$ cat config.mk
export PLATFORM = sky130hd
export DESIGN_NAME = isa_io_responder_flat
export DESIGN_NICKNAME = d
export VERILOG_FILES = /design/src/rtl/isa_io_responder_if.sv /design/src/rtl/isa_io_responder.sv /design/src/flat_wrapper.sv
export SDC_FILE = /design/constraint.sdc
export NUM_CORES = 1
export LEC_CHECK = 0
export CAP_MARGIN = 25
export CORE_MARGIN = 3
export CORE_UTILIZATION = 25
export CTS_BUF_LIST = sky130_fd_sc_hd__clkbuf_8
export CTS_CLUSTER_SIZE = 16
export DETAILED_ROUTE_END_ITERATION = 7
export DONT_BUFFER_PORTS = 1
export PLACE_DENSITY = 0.47
export RECOVER_POWER = 25
export REMOVE_ABC_BUFFERS = 1
export SETUP_SLACK_MARGIN = 0.15
export SLEW_MARGIN = 0
export SYNTH_ARGS = -nofsm -noshare
export SYNTH_HDL_FRONTEND = slang
export SYNTH_SLANG_ARGS = --single-unit
export TNS_END_PERCENT = 10
$ cat constraint.sdc
create_clock -name clk -period 4.59 [get_ports clk]
set_clock_uncertainty 0.15 [all_clocks]
set_input_delay 0.2295 -clock clk [delete_from_list [all_inputs] [get_ports clk]]
set_output_delay 0.2295 -clock clk [all_outputs]
set_load 0.03 [all_outputs]
$ cat src/rtl/isa_io_responder_if.sv
// ISA I/O target pin bundle plus the register-side write/read handshakes.
// The slave modport is the responder; the master modport is the pins plus the register file.
interface isa_io_responder_if #(
    parameter int ADDR_BITS = 4
);
    logic [9:0]           isa_addr;
    logic                 isa_aen;
    logic                 isa_iow_n;
    logic                 isa_ior_n;
    logic [7:0]           isa_data_in;
    logic [7:0]           isa_data_out;
    logic                 isa_data_oe;
    logic                 isa_iochrdy;
    logic                 wr_valid;
    logic [ADDR_BITS-1:0] wr_addr;
    logic [7:0]           wr_data;
    logic                 wr_ready;
    logic                 rd_req;
    logic [ADDR_BITS-1:0] rd_addr;
    logic [7:0]           rd_data;
    logic                 rd_ack;
    logic                 err_timeout;
    logic [2:0]           state_debug;

    modport slave (
        input  isa_addr, isa_aen, isa_iow_n, isa_ior_n, isa_data_in,
        input  wr_ready, rd_data, rd_ack,
        output isa_data_out, isa_data_oe, isa_iochrdy,
        output wr_valid, wr_addr, wr_data, rd_req, rd_addr,
        output err_timeout, state_debug
    );

    modport master (
        output isa_addr, isa_aen, isa_iow_n, isa_ior_n, isa_data_in,
        output wr_ready, rd_data, rd_ack,
        input  isa_data_out, isa_data_oe, isa_iochrdy,
        input  wr_valid, wr_addr, wr_data, rd_req, rd_addr,
        input  err_timeout, state_debug
    );
endinterface

$ cat src/rtl/isa_io_responder.sv
// ISA I/O target: decodes IOW#/IOR# cycles in a 2^ADDR_BITS port window, forwards them to the
// register side over valid/ready and req/ack handshakes, and stretches the bus cycle with IOCHRDY.
module isa_io_responder #(
    parameter logic [9:0] BASE_ADDR   = 10'h220,
    parameter int         ADDR_BITS   = 4,
    parameter int         TIMEOUT     = 64,
    parameter int         SYNC_STAGES = 2
) (
    input  logic                clk,
    input  logic                reset,
    isa_io_responder_if.slave   bus
);
    typedef enum logic [2:0] {
        ST_IDLE     = 3'd0,
        ST_WR_PEND  = 3'd1,
        ST_WR_HOLD  = 3'd2,
        ST_RD_PEND  = 3'd3,
        ST_RD_DRIVE = 3'd4
    } state_t;

    localparam int                CNT_W    = (TIMEOUT > 2) ? $clog2(TIMEOUT) : 1;
    localparam logic [CNT_W-1:0]  CNT_LAST = CNT_W'(TIMEOUT - 1);

    logic [SYNC_STAGES-1:0] r_iow_sync;
    logic [SYNC_STAGES-1:0] r_ior_sync;
    logic                   r_iow_prev;
    logic                   r_ior_prev;

    state_t                 r_state;
    logic [CNT_W-1:0]       r_cnt;
    logic [ADDR_BITS-1:0]   r_wr_addr;
    logic [7:0]             r_wr_data;
    logic [ADDR_BITS-1:0]   r_rd_addr;
    logic [7:0]             r_dout;
    logic                   r_iochrdy;
    logic                   r_err;

    state_t                 w_nxt_state;
    logic [CNT_W-1:0]       w_nxt_cnt;
    logic [ADDR_BITS-1:0]   w_nxt_wr_addr;
    logic [7:0]             w_nxt_wr_data;
    logic [ADDR_BITS-1:0]   w_nxt_rd_addr;
    logic [7:0]             w_nxt_dout;
    logic                   w_nxt_iochrdy;
    logic                   w_nxt_err;

    logic w_iow_s;
    logic w_ior_s;
    logic w_iow_fall;
    logic w_ior_fall;
    logic w_hit;

    // Synchronisers clear to 0 so a strobe already low at reset release never looks like an edge.
    always_ff @(posedge clk) begin
        // NOTE: sequential state uses non-blocking assignments only, so every flop samples pre-edge values.
        if (!reset) begin
            r_iow_sync <= '0;
            r_ior_sync <= '0;
            r_iow_prev <= 1'b0;
            r_ior_prev <= 1'b0;
        end else begin
            r_iow_sync <= {r_iow_sync[SYNC_STAGES-2:0], bus.isa_iow_n};
            r_ior_sync <= {r_ior_sync[SYNC_STAGES-2:0], bus.isa_ior_n};
            r_iow_prev <= w_iow_s;
            r_ior_prev <= w_ior_s;
        end
    end

    assign w_iow_s    = r_iow_sync[SYNC_STAGES-1];
    assign w_ior_s    = r_ior_sync[SYNC_STAGES-1];
    assign w_iow_fall = r_iow_prev && !w_iow_s;
    assign w_ior_fall = r_ior_prev && !w_ior_s;
    assign w_hit      = !bus.isa_aen && (bus.isa_addr[9:ADDR_BITS] == BASE_ADDR[9:ADDR_BITS]);

    always_ff @(posedge clk) begin
        if (!reset) begin
            r_state   <= ST_IDLE;
            r_cnt     <= '0;
            r_wr_addr <= '0;
            r_wr_data <= 8'h00;
            r_rd_addr <= '0;
            r_dout    <= 8'h00;
            r_iochrdy <= 1'b1;
            r_err     <= 1'b0;
        end else begin
            r_state   <= w_nxt_state;
            r_cnt     <= w_nxt_cnt;
            r_wr_addr <= w_nxt_wr_addr;
            r_wr_data <= w_nxt_wr_data;
            r_rd_addr <= w_nxt_rd_addr;
            r_dout    <= w_nxt_dout;
            r_iochrdy <= w_nxt_iochrdy;
            r_err     <= w_nxt_err;
        end
    end

    always_comb begin
        // NOTE: every signal gets a default before the case so no path leaves one unassigned (no latches).
        w_nxt_state   = r_state;
        w_nxt_cnt     = r_cnt;
        w_nxt_wr_addr = r_wr_addr;
        w_nxt_wr_data = r_wr_data;
        w_nxt_rd_addr = r_rd_addr;
        w_nxt_dout    = r_dout;
        w_nxt_iochrdy = r_iochrdy;
        w_nxt_err     = 1'b0;

        case (r_state)
            ST_IDLE: begin
                if (w_hit && w_iow_fall && !w_ior_fall) begin
                    w_nxt_state   = ST_WR_PEND;
                    w_nxt_cnt     = '0;
                    w_nxt_wr_addr = bus.isa_addr[ADDR_BITS-1:0];
                    w_nxt_wr_data = bus.isa_data_in;
                    w_nxt_iochrdy = 1'b0;
                end else if (w_hit && w_ior_fall && !w_iow_fall) begin
                    w_nxt_state   = ST_RD_PEND;
                    w_nxt_cnt     = '0;
                    w_nxt_rd_addr = bus.isa_addr[ADDR_BITS-1:0];
                    w_nxt_iochrdy = 1'b0;
                end
            end

            // A write is never dropped on strobe release; only IOCHRDY is let go early.
            ST_WR_PEND: begin
                if (bus.wr_ready) begin
                    w_nxt_iochrdy = 1'b1;
                    w_nxt_state   = w_iow_s ? ST_IDLE : ST_WR_HOLD;
                end else if (r_cnt == CNT_LAST) begin
                    w_nxt_err     = 1'b1;
                    w_nxt_iochrdy = 1'b1;
                    w_nxt_state   = ST_WR_HOLD;
                end else begin
                    w_nxt_cnt = r_cnt + CNT_W'(1);
                    if (w_iow_s) begin
                        w_nxt_iochrdy = 1'b1;
                    end
                end
            end

            ST_WR_HOLD: begin
                if (w_iow_s) begin
                    w_nxt_state = ST_IDLE;
                end
            end

            // Strobe release beats a same-cycle ack: the host has already stopped sampling SD.
            ST_RD_PEND: begin
                if (w_ior_s) begin
                    w_nxt_iochrdy = 1'b1;
                    w_nxt_state   = ST_IDLE;
                end else if (bus.rd_ack) begin
                    w_nxt_dout    = bus.rd_data;
                    w_nxt_iochrdy = 1'b1;
                    w_nxt_state   = ST_RD_DRIVE;
                end else if (r_cnt == CNT_LAST) begin
                    w_nxt_dout    = 8'hFF;
                    w_nxt_err     = 1'b1;
                    w_nxt_iochrdy = 1'b1;
                    w_nxt_state   = ST_RD_DRIVE;
                end else begin
                    w_nxt_cnt = r_cnt + CNT_W'(1);
                end
            end

            ST_RD_DRIVE: begin
                if (w_ior_s) begin
                    w_nxt_state = ST_IDLE;
                end
            end

            default: begin
                w_nxt_state   = ST_IDLE;
                w_nxt_iochrdy = 1'b1;
            end
        endcase
    end

    assign bus.wr_valid     = (r_state == ST_WR_PEND);
    assign bus.rd_req       = (r_state == ST_RD_PEND);
    assign bus.isa_data_oe  = (r_state == ST_RD_DRIVE);
    assign bus.isa_data_out = r_dout;
    assign bus.isa_iochrdy  = r_iochrdy;
    assign bus.wr_addr      = r_wr_addr;
    assign bus.wr_data      = r_wr_data;
    assign bus.rd_addr      = r_rd_addr;
    assign bus.err_timeout  = r_err;
    assign bus.state_debug  = r_state;
endmodule
$ cat src/flat_wrapper.sv
// flat-port wrapper written by rule: the top's interface ports become plain ports
module isa_io_responder_flat 
#(
    parameter logic [9:0] BASE_ADDR   = 10'h220,
    parameter int         ADDR_BITS   = 4,
    parameter int         TIMEOUT     = 64,
    parameter int         SYNC_STAGES = 2
)
  (clk, reset, bus_isa_addr, bus_isa_aen, bus_isa_iow_n, bus_isa_ior_n, bus_isa_data_in, bus_wr_ready, bus_rd_data, bus_rd_ack, bus_isa_data_out, bus_isa_data_oe, bus_isa_iochrdy, bus_wr_valid, bus_wr_addr, bus_wr_data, bus_rd_req, bus_rd_addr, bus_err_timeout, bus_state_debug);
  isa_io_responder_if #(.ADDR_BITS(ADDR_BITS)) bus_i ();
  input  logic clk;
  input  logic reset;
  input wire logic [$bits(bus_i.isa_addr)-1:0] bus_isa_addr;
  input wire logic [$bits(bus_i.isa_aen)-1:0] bus_isa_aen;
  input wire logic [$bits(bus_i.isa_iow_n)-1:0] bus_isa_iow_n;
  input wire logic [$bits(bus_i.isa_ior_n)-1:0] bus_isa_ior_n;
  input wire logic [$bits(bus_i.isa_data_in)-1:0] bus_isa_data_in;
  input wire logic [$bits(bus_i.wr_ready)-1:0] bus_wr_ready;
  input wire logic [$bits(bus_i.rd_data)-1:0] bus_rd_data;
  input wire logic [$bits(bus_i.rd_ack)-1:0] bus_rd_ack;
  output wire logic [$bits(bus_i.isa_data_out)-1:0] bus_isa_data_out;
  output wire logic [$bits(bus_i.isa_data_oe)-1:0] bus_isa_data_oe;
  output wire logic [$bits(bus_i.isa_iochrdy)-1:0] bus_isa_iochrdy;
  output wire logic [$bits(bus_i.wr_valid)-1:0] bus_wr_valid;
  output wire logic [$bits(bus_i.wr_addr)-1:0] bus_wr_addr;
  output wire logic [$bits(bus_i.wr_data)-1:0] bus_wr_data;
  output wire logic [$bits(bus_i.rd_req)-1:0] bus_rd_req;
  output wire logic [$bits(bus_i.rd_addr)-1:0] bus_rd_addr;
  output wire logic [$bits(bus_i.err_timeout)-1:0] bus_err_timeout;
  output wire logic [$bits(bus_i.state_debug)-1:0] bus_state_debug;
  assign bus_i.isa_addr = bus_isa_addr;
  assign bus_i.isa_aen = bus_isa_aen;
  assign bus_i.isa_iow_n = bus_isa_iow_n;
  assign bus_i.isa_ior_n = bus_isa_ior_n;
  assign bus_i.isa_data_in = bus_isa_data_in;
  assign bus_i.wr_ready = bus_wr_ready;
  assign bus_i.rd_data = bus_rd_data;
  assign bus_i.rd_ack = bus_rd_ack;
  assign bus_isa_data_out = bus_i.isa_data_out;
  assign bus_isa_data_oe = bus_i.isa_data_oe;
  assign bus_isa_iochrdy = bus_i.isa_iochrdy;
  assign bus_wr_valid = bus_i.wr_valid;
  assign bus_wr_addr = bus_i.wr_addr;
  assign bus_wr_data = bus_i.wr_data;
  assign bus_rd_req = bus_i.rd_req;
  assign bus_rd_addr = bus_i.rd_addr;
  assign bus_err_timeout = bus_i.err_timeout;
  assign bus_state_debug = bus_i.state_debug;
  isa_io_responder #(.BASE_ADDR(BASE_ADDR), .ADDR_BITS(ADDR_BITS), .TIMEOUT(TIMEOUT), .SYNC_STAGES(SYNC_STAGES)) u_core (.clk(clk), .reset(reset), .bus(bus_i));
endmodule
==> results of run 1 <==
[final timing paths]
check                                         startpoint                                       to  slack [ns]
hold / removal                              bus_wr_ready        u_core.bus.err_timeout$_SDFF_PN0_        0.01
setup / recovery  u_core.bus.state_debug[2]$_SDFFE_PN0P_                          bus_isa_data_oe        2.28
setup reg to reg  u_core.bus.state_debug[0]$_SDFFE_PN0P_  u_core.bus.isa_data_out[1]$_SDFFE_PN0P_        2.31
hold reg to reg          u_core.r_ior_sync[0]$_SDFF_PN0_          u_core.r_ior_sync[1]$_SDFF_PN0_        0.29
[cell usage in the layout, fill, tap and decap left out, drive strengths merged, types with 4 or more instances in the layout]
cell	synthesis	routed
a21oi	8	8
and2	6	6
and3	5	5
clkbuf	4	6
dfxtp	41	41
dlygate4sd3	0	22
inv	4	4
mux2i	17	17
nand2	12	12
nand3	7	7
nor2	5	5
nor2b	18	18
nor3b	5	5
o21a	4	4
o221a	8	8
[final cells by class]
type,count,share of cell area
clock buffers,6,0.0366
clock inverters,2,0.0167
inverters,4,0.00666
multi-input cells,122,0.413
flip-flops and latches,41,0.364
well taps,96,0.0533
repair buffers,24,0.110
[cell families after synthesis]
family                     after synthesis
adders and majority gates                1
and+or+nand+nor                         67
xor gates and xnor gates                 2
AOI/OAI and AO/OA                       35
muxes                                   17
buffers and inverters                   12
DFF                                     41
[metrics by stage]
step / utilization / hold slack (ns)
2_1_floorplan: - / 0.168
3_3_place_gp: 0.274 / 0.175
3_5_place_dp: 0.274 / 0.183
4_1_cts: 0.326 / 0.00125
5_1_grt: 0.326 / 0.0117
6_report: 0.326 / 0.00964
[what timing repair did]
action,4_1_cts,5_1_grt
endpoints found under the hold margin,40,0
hold buffers,23,0
setup endpoints to repair,0,0
buffers inserted,0,0
[power groups by stage]
stage | combinational, mW | sequential [mW] | clock [mW]
floorplan | 0.0192 | 0.371 | 0
global placement | 0.0220 | 0.373 | 0
detailed placement | 0.0217 | 0.373 | 0
CTS | 0.0443 | 0.364 | 0.319
global route | 0.0478 | 0.365 | 0.331
finish | 0.0437 | 0.364 | 0.307
[per-layer routing]
metal | vias to the layer above | wire, um
met2 | 40 | 1880
met5 | - | 0
met1 | 590 | 1920
met4 | 0 | 72
li1 | 677 | -
met3 | 7 | 294
[sequential cells by signal, indices dropped and copies added (netlist names)]
signal	flops
u_core.r_iow_prev	1
u_core.bus.isa_iochrdy	1
u_core.bus.err_timeout	1
u_core.r_ior_prev	1
u_core.bus.isa_data_out	8
u_core.bus.wr_data	8
u_core.r_ior_sync	2
u_core.r_iow_sync	2
u_core.bus.state_debug	3
u_core.bus.wr_addr	4
u_core.r_cnt	6
u_core.bus.rd_addr	4
==> key figures, run 1 <==
Timing
  – Fraction of the cycle the final worst path needs: 0.503
  – Minimum clock period: ~2.3 ns
  – Min setup slack post-route: 2.28 ns
  – Final setup TNS: 0 ns
  – Relative slew slack: 0.297
  – Setup violations, final: 0
  – Maximum clock rate: about 430 MHz
  – RSZ-0062 raised after global routing: false
  – Least-Margin Pin Slew: 1.05 ns
  – Fin. max-slew vios: 0
  – Final Hold Fails: 0

Clock tree
  – Clock Sinks: 41
  – Longest Clk Path Bufs: 2
  – CTS tree: yes
  – PostCTS Resize Cnt: 0
  – H-tree levels: 2
  – Clock buffer count from CTS: 5
  – Root Buffer: clkbuf_8
  – Worst-Skew Late Latency: ~0.29 ns
  – Worst-path clk slew: 0.08 ns

Synth
  – Synth Area in Simple Gates: 0.238
  – Cell with the most instances after synthesis: dfxtp_1
  – #FFs+latches synth: a little over 40
  – Sequential element share of the synthesized area: 0.454
  – Mapped Area: around 1800 um2
  – Cell type with the largest total area after synthesis: dfxtp_1
  – Synth Instances: approximately 180
  – Compound-Gate Fraction of Synth Area: 0.161
  – Mux contribution to synthesized area: 0.0941
  – Synth Area in XOR/XNOR: 0.0138
  – Post-synth top cells: 41 x dfxtp_1, 18 x nor2b_1, 17 x mux2i_1
  – Avg Cell Area, Syn: around 10 um2
  – Share of flip-flops with an asynchronous set or reset: 0
  – Yosys top cell area share: 0.454
  – Ys Warns: 0
  – Number of flops mapped to enable cells by yosys: 0
  – Synth cell types: 45
  – Largest family of logic cells by synthesized area: simple AND/OR/NAND/NOR gates
  – Synth Area in Adders: 0.00692
  – Top_reg_cell synth: dfxtp_1
  – Area contributors post-synth: dfxtp_1 45%, mux2i_1 9.4%, nor2b_1 6.2%, o221a_2 5.0%, nand2_1 2.5%

Global routing
  – Total grt overflow: 0
  – Largest net degree at the start of global routing: 42
  – Routing usage on met3: 0.0365
  – Vias in the first global route: around 1,300
  – Met2 Resource Use GR: 0.156
  – Total track usage: 0.102
  – Initial antenna violation count: 0
  – Met1 Resource Use GR: 0.129
  – First-pass GRT wire length: a little under 7 mm
  – Grt peak-use layer: met2

Die
  – Core ar.: between 6000 and 7000 um2
  – Starting density of the core: 0.262
  – Die Y: just over 90 um
  – Die outline width: ~90 um
  – Die area: between 8000 and 9000 um2
  – Io pins: between 60 and 70
  – Core Rows: 30

Finish
  – P&R area growth vs syn: 24.6%
  – # diodes: 0
  – Storage element area: approximately 820 um2
  – # fillers: ~730
  – Footprint of the multi-input gates: 930 um2
  – Layout cell share with drive strength beyond 1: 0.151
  – Fin cells: slightly below 300
  – # nets final: 232
  – Design Area, Final: approximately 2300 um2

Critical path
  – Register-to-Register Path Depth: 5
  – Crit path max fanout: 9
  – Max stage delay on crit path: roughly 0.92 ns
  – Slowest-stage cell, CP: nor3b_1
  – CP arrival: between 1.5 and 2 ns
  – WP buf/inv: 0
  – Crit end category: output pin
  – Critical path cell sequence: nor3b_1
  – Critical path's top delay family: simple AND/OR/NAND/NOR gates
  – Crit path depth: 1
  – Crit path kind: flip-flop to output pin
  – Setup crit start kind: flip-flop
  – Critical Path RT: roughly 4.2 ns

Drt
  – DR vias: between 1,000 and 1,500
  – Number of routed nets with antenna violations: 0
  – Initial DRC count: 39
  – DRC violations left: 0
  – Vias per cell: 4.45
  – DRT Pass-1 Iters: 4
  – Drt wl/cell: between 10 and 15 um
  – Final WL: ~4.2 mm

Placed design
  – Placed cells: about 260
  – Pre-CTS setup slack: between 2 and 2.5 ns
  – Post-DP HPWL: 2.91 mm
  – Gpl congestion: 0.710
  – Placed cell area: 1890 um2
  – Port Buffers: 0

Min path
  – Hold path cells: 2
  – HP Class: input port to flip-flop

Pwr
  – Sw Ratio: 0.214
  – Internal power: 0.562 mW
  – Sw power: around 0.15 mW
  – Max VDD drop: around 120 uV
  – Clock power share: 0.429
  – P_leak: about 0.8 nW
  – Power Density: between 300 and 400 nW/um2
  – Total power: about 0.7 mW
  – Combinational fraction of design power: 0.061
  – Part of the power in registers: 0.509

Status
  – Status: finished clean

Flow run
  – MaxCap Viol Count: 0
No activity file was read; power rests on OpenSTA's default activity.
==> run 2: changes to the inputs <==
--- a/config.mk
+++ b/config.mk
@@ -12,7 +12,7 @@
 export CTS_CLUSTER_SIZE = 16
 export DETAILED_ROUTE_END_ITERATION = 7
 export DONT_BUFFER_PORTS = 1
-export PLACE_DENSITY = 0.47
+export PLACE_DENSITY = 0.49
 export RECOVER_POWER = 25
 export REMOVE_ABC_BUFFERS = 1
 export SETUP_SLACK_MARGIN = 0.15
==> constraint.sdc (replaced) <==
create_clock -name clk -period 1.86 [get_ports clk]
set_clock_uncertainty 0.15 [all_clocks]
set_input_delay 0.093 -clock clk [delete_from_list [all_inputs] [get_ports clk]]
set_output_delay 0.093 -clock clk [all_outputs]
set_load 0.03 [all_outputs]
==> key figures, run 2 (synthesized netlist as in run 1, its figures left out) <==
Die
  – Die outline width: 91.1 um (unchanged)
  – Core ar.: 6910 um2 (unchanged)
  – Starting density of the core: 0.262 (unchanged)
  – Core Rows: 30 (unchanged)
  – Io pins: 65 (unchanged)
  – Die area: 8290 um2 (unchanged)
  – Die Y: 91.1 um (unchanged)

Finish
  – P&R area growth vs syn: 43.8%
  – # fillers: 694 (-5.2%)
  – Most frequent cells in the layout: 37 x dfxtp_1, 26 x dlygate4sd3_1, 21 x buf_4
  – Most common cell after layout, fill and taps aside: dfxtp_1
  – Fin util: 0.377 (+0.0505)
  – # nets final: 263 (+13%)
  – Fin cells: 325 (+10%)
  – # diodes: 0 (unchanged)
  – Layout cell share with drive strength beyond 1: 0.328 (+0.177)

Critical path
  – Crit end category: flip-flop
  – Worst r2r src: u_core.r_cnt[0]$_SDFFE_PN0P_
  – Register-to-Register Path Depth: 7 (+2)
  – Crit path max fanout: 6 (-3)
  – RR Endpoint: u_core.r_cnt[1]$_SDFFE_PN0P_
  – Critical Path RT: 1.90 ns (-2.31 ns)
  – Crit path kind: flip-flop to flip-flop
  – Setup crit start kind: flip-flop
  – CP arrival: 1.81 ns (-0.12 ns)
  – Worst R2R Setup Slack: 0.08 ns (-2.23 ns)

Timing
  – Min setup slack post-route: 0.0822 ns (-2.20 ns)
  – Least-Margin Pin Slew: 0.385 ns (-0.668 ns)
  – Final Hold Fails: 0 (unchanged)
  – RSZ-0062 raised after global routing: true
  – Fraction of the cycle the final worst path needs: 0.956
  – Final setup TNS: 0 ns (unchanged)
  – Minimum clock period: 1.78 ns
  – Maximum clock rate: 563 MHz
  – Setup violations, final: 0 (unchanged)
  – Fin. max-slew vios: 0 (unchanged)
  – Relative slew slack: 0.744 (+0.447)

Clock tree
  – Clock buffer count from CTS: 5 (unchanged)
  – H-tree levels: 2 (unchanged)
  – Clock Sinks: 41 (unchanged)
  – CTS tree: yes
  – Root Buffer: clkbuf_8
  – Longest Clk Path Bufs: 2 (unchanged)
  – Worst-Skew Late Latency: 0.29 ns (about the same)
  – Worst-path clk slew: 0.08 ns (about the same)

Drt
  – Initial DRC count: 40 (+2.6%)
  – Vias per cell: 4.50 (+0.92%)
  – DR vias: 1,461 (+11%)
  – DRC violations left: 0 (unchanged)
  – DRT Pass-1 Iters: 4 (unchanged)
  – Drt wl/cell: 14.3 um (+0.85%)
  – Final WL: 4.63 mm (+11%)
  – Number of routed nets with antenna violations: 0 (unchanged)

Placed design
  – Gpl congestion: 0.731 (+2.9%)
  – Placed cells: 286 (+8.3%)
  – Pre-CTS setup slack: -0.0402 ns (-2.35 ns)
  – Post-DP HPWL: 3.10 mm (+6.5%)
  – Port Buffers: 0 (unchanged)

Global routing
  – Vias in the first global route: 1,522 (+18%)
  – Initial antenna violation count: 0 (unchanged)
  – Total track usage: 0.113 (+0.0115)
  – Total grt overflow: 0 (unchanged)
  – Largest net degree at the start of global routing: 43 (+2.4%)
  – First-pass GRT wire length: 7.67 mm (+13%)

Status
  – Status: finished clean

Pwr
  – Power Density: 629 nW/um2 (+98%)
  – Max VDD drop: 227 uV (+85%)
  – P_leak: 0.953 nW (+22%)

Flow run
  – MaxCap Viol Count: 0 (unchanged)

Min path
  – Hold path cells: 2 (unchanged)
  – Min-delay src: bus_rd_ack
  – Min-Delay Endpoint: u_core.bus.isa_data_out[6]$_SDFFE_PN0P_
  – HP Class: input port to flip-flop
run 2: changes by cell type in the layout (fill, tap and decap cells not counted), moves of 3 or more:
cell / before / now
dfxtp_1: 41 / 37
and3_4: 1 / 4
buf_4: 1 / 21
dfxtp_2: 0 / 3
buf_6: 0 / 5
and3_1: 4 / 1
dlygate4sd3_1: 22 / 26
run 2: per-layer routing:
layer,wire length [um],vias up,GRT usage
li1,-,740,-
met1,2090,682,0.144
met2,2290,37,0.188
met3,244,2,0.0307
met4,10,0,0.0339
met5,0,-,0
run 2: worst max path at each step:
stage | from | endpoint | slack, ns | cells after the start
3_3_place_gp | u_core.r_cnt[0]$_SDFFE_PN0P_ | u_core.bus.isa_data_out[7]$_SDFFE_PN0P_ | -0.03 | 6
2_1_floorplan | u_core.bus.state_debug[2]$_SDFFE_PN0P_ | u_core.bus.wr_addr[0]$_SDFFE_PN0P_ | -0.30 | 5
3_5_place_dp | u_core.r_cnt[0]$_SDFFE_PN0P_ | u_core.bus.isa_data_out[2]$_SDFFE_PN0P_ | -0.04 | 6
5_1_grt | u_core.r_cnt[0]$_SDFFE_PN0P_ | u_core.r_cnt[1]$_SDFFE_PN0P_ | 0.01 | 7
4_1_cts | u_core.r_cnt[1]$_SDFFE_PN0P_ | u_core.r_cnt[1]$_SDFFE_PN0P_ | 0.09 | 7
6_report | u_core.r_cnt[0]$_SDFFE_PN0P_ | u_core.r_cnt[1]$_SDFFE_PN0P_ | 0.08 | 7
run 2: worst max-delay path, cell delays in order, from the launching register on:
cell	delay, ns
dfxtp_2	0.36
ha_4	0.13
and3_4	0.19
buf_6	0.10
a32oi_4	0.10
a22oi_2	0.33
nor3b_2	0.09
a31o_2	0.22
run 2: final cells by class:
type / count / area, um2 / area share
Clock buffer: 6 / 82.6 / 0.0317
Inverter: 4 / 15.0 / 0.00577
Clock inverter: 1 / 3.75 / 0.00144
Multi-Input combinational cell: 123 / 1040 / 0.399
Sequential cell: 41 / 828 / 0.318
Tap cell: 96 / 120 / 0.0462
Timing Repair Buffer: 54 / 514 / 0.198
run 2: stage by stage:
step / total power, mW / hold WS (ns) / area [um2]
2_1_floorplan: 0.963 / 0.0319 / 1770
3_3_place_gp: 0.991 / 0.0391 / 2070
3_5_place_dp: 0.991 / 0.0435 / 2070
4_1_cts: 1.65 / 0.0160 / 2550
5_1_grt: 1.71 / 0.0425 / 2600
6_report: 1.64 / 0.0205 / 2600
run 2: power by group:
part / switching, mW / internal (mW) / leakage (nW) / total [mW]
registers: 0.00619 / 0.884 / 0.334 / 0.890
clock network: 0.295 / 0.289 / 0.0485 / 0.584
logic: 0.0652 / 0.0988 / 0.571 / 0.164
total: 0.366 / 1.27 / 0.953 / 1.64
run 2: timing repair:
item,in CTS,in global routing
hold buffers,27,0
endpoints found under the setup margin,21,34
endpoints found under the hold margin,41,0
pin swaps,6,7
setup buffers,4,0
cloned,1,0
resized for setup,20,12
==> run 3: changes to the inputs <==
--- a/config.mk
+++ b/config.mk
@@ -7,12 +7,12 @@
 export LEC_CHECK = 0
 export CAP_MARGIN = 25
 export CORE_MARGIN = 3
-export CORE_UTILIZATION = 25
+export CORE_UTILIZATION = 40
 export CTS_BUF_LIST = sky130_fd_sc_hd__clkbuf_8
 export CTS_CLUSTER_SIZE = 16
 export DETAILED_ROUTE_END_ITERATION = 7
 export DONT_BUFFER_PORTS = 1
-export PLACE_DENSITY = 0.49
+export PLACE_DENSITY = 0.65
 export RECOVER_POWER = 25
 export REMOVE_ABC_BUFFERS = 1
 export SETUP_SLACK_MARGIN = 0.15
==> key figures, run 3 (synthesized netlist as in run 1, its figures left out) <==
Status
  – Status: finished clean

Die
  – Starting density of the core: 0.434 (+0.172)
  – Core ar.: 4170 um2 (-40%)
  – Die Y: 73.3 um (-20%)
  – Core Rows: 23 (-23%)
  – Die area: 5370 um2 (-35%)
  – Io pins: 65 (unchanged)
  – Die outline width: 73.3 um (-20%)

Finish
  – Fin util: 0.631 (+0.255)
  – Most common cell after layout, fill and taps aside: dfxtp_1
  – P&R area growth vs syn: 45.6%
  – # diodes: 0 (unchanged)
  – Layout cell share with drive strength beyond 1: 0.344 (+0.0162)
  – # fillers: 336 (-52%)
  – # nets final: 258 (-1.9%)
  – Most frequent cells in the layout: 38 x dfxtp_1, 25 x dlygate4sd3_1, 18 x buf_4

Drt
  – Final WL: 4.56 mm (-1.5%)
  – DRT Pass-1 Iters: 4 (unchanged)
  – Initial DRC count: 75 (+88%)
  – Drt wl/cell: 16.6 um (+17%)
  – Vias per cell: 5.53 (+23%)
  – DRC violations left: 0 (unchanged)
  – Number of routed nets with antenna violations: 0 (unchanged)
  – DR vias: 1,514 (+3.6%)

Clock tree
  – Clock Sinks: 41 (unchanged)
  – Root Buffer: clkbuf_8
  – CTS tree: yes
  – H-tree levels: 2 (unchanged)
  – Longest Clk Path Bufs: 2 (unchanged)
  – Clock buffer count from CTS: 5 (unchanged)
  – Worst-Skew Late Latency: 0.29 ns (about the same)
  – Worst-path clk slew: 0.08 ns (about the same)

Placed design
  – Gpl congestion: 0.854 (+17%)
  – Port Buffers: 0 (unchanged)
  – Post-DP HPWL: 2.93 mm (-5.6%)

Global routing
  – Total grt overflow: 0 (unchanged)
  – First-pass GRT wire length: 7.55 mm (-1.5%)
  – Vias in the first global route: 1,588 (+4.3%)
  – Largest net degree at the start of global routing: 43 (unchanged)
  – Initial antenna violation count: 0 (unchanged)
  – Total track usage: 0.181 (+0.0676)

Pwr
  – Clock power share: 0.342 (-0.014)
  – Combinational fraction of design power: 0.107 (+0.007)
  – Sw power: 0.373 mW (+1.8%)
  – Total power: 1.61 mW (-1.5%)
  – Max VDD drop: 396 uV (+74%)
  – P_leak: 0.979 nW (+2.7%)
  – Part of the power in registers: 0.551 (+0.008)
  – Sw Ratio: 0.231 (+0.00764)
  – Power Density: 612 nW/um2 (-2.8%)
  – Internal power: 1.24 mW (-2.5%)

Timing
  – RSZ-0062 raised after global routing: true
  – Fin. max-slew vios: 0 (unchanged)
  – Final Hold Fails: 0 (unchanged)
  – Setup violations, final: 0 (unchanged)
  – Maximum clock rate: 565 MHz (+0.51%)
  – Minimum clock period: 1.77 ns (-0.00894 ns)
  – Least-Margin Pin Slew: 0.399 ns (+0.0149 ns)
  – Relative slew slack: 0.733 (-0.0103)
  – Fraction of the cycle the final worst path needs: 0.951 (-0.00481)

Critical path
  – Crit path kind: flip-flop to flip-flop
  – CP arrival: 1.80 ns (about the same)
  – Crit end category: flip-flop
  – Setup crit start kind: flip-flop
  – Critical Path RT: 1.89 ns (about the same)
  – Crit path max fanout: 3 (-3)

Flow run
  – MaxCap Viol Count: 0 (unchanged)

Min path
  – HP Class: input port to flip-flop
run 3: cell count changes in the layout (fill, tap and decap cells not counted), moves of 2 or more:
cell	before	now
o221a_2	7	0
mux2i_1	17	15
o221a_4	1	8
buf_6	5	3
buf_4	21	18
buf_12	2	4
run 3: area by class of cell:
| cell class | instances | area (um2) | share of cell area |
|---|---|---|---|
| Multi-Input combinational cell | 122 | 1150 | 0.437 |
| Sequential cell | 41 | 825 | 0.313 |
| Timing Repair Buffer | 50 | 499 | 0.189 |
| Clock buffer | 5 | 68.8 | 0.0261 |
| Tap cell | 50 | 62.6 | 0.0237 |
| Inverter | 4 | 15.0 | 0.00570 |
| Clock inverter | 2 | 12.5 | 0.00475 |
run 3: metal layers:
layer | up-vias | track usage | wire length [um]
met2 | 51 | 0.323 | 2380
met1 | 730 | 0.210 | 1820
met3 | 4 | 0.0534 | 320
met5 | - | 0 | 0
li1 | 729 | - | -
met4 | 0 | 0.0451 | 35
run 3: critical path, stage by stage, from the launching register on:
cell and delay, ns:
dfxtp_2 0.33, buf_6 0.12, nor3_4 0.20, and3_4 0.24
nor3b_4 0.23, buf_4 0.15, mux2i_1 0.19, nor2b_1 0.07
run 3: path summary, 6_finish.rpt:
check	slack [ns]	from	cells past startpoint	endpoint
min reg2reg	0.29	u_core.r_ior_sync[0]$_SDFF_PN0_	1	u_core.r_ior_sync[1]$_SDFF_PN0_
min	0.004	bus_isa_addr[6]	4	u_core.bus.state_debug[1]$_SDFFE_PN0P_
max	0.09	u_core.bus.state_debug[1]$_SDFFE_PN0P_	7	u_core.bus.rd_addr[0]$_SDFFE_PN0P_
max reg2reg	0.09	u_core.bus.state_debug[1]$_SDFFE_PN0P_	7	u_core.bus.rd_addr[0]$_SDFFE_PN0P_
run 3: metrics by stage:
step | setup WS (ns) | cell area (um2) | hold slack [ns] | TNS (ns) | instances
global route | -0.00322 | 2640 | 0.0157 | -0.00322 | 274
finish | 0.0912 | 2640 | 0.00408 | 0 | 274
global placement | 0.0254 | 1950 | 0.0422 | 0 | 232
floorplan | -0.299 | 1770 | 0.0319 | -4.76 | 167
detailed placement | -0.0427 | 1950 | 0.0453 | -0.136 | 232
CTS | 0.117 | 2450 | 0.000858 | 0 | 272
run 3: repair_timing:
action | CTS | global route
hold buffers | 26 | 0
setup endpoints to repair | 33 | 33
cloned | 0 | 0
pin swaps | 6 | 24
resized for setup | 19 | 29
buffers inserted | 7 | 2
hold endpoints to repair | 41 | 0
run 3: power by group through the flow:
stage               clock network [mW]  registers [mW]  logic [mW]
finish                           0.552           0.888       0.173
global route                     0.603           0.889       0.185
CTS                              0.566           0.888       0.144
detailed placement                   0           0.909      0.0780
global placement                     0           0.909      0.0763
floorplan                            0           0.916      0.0474
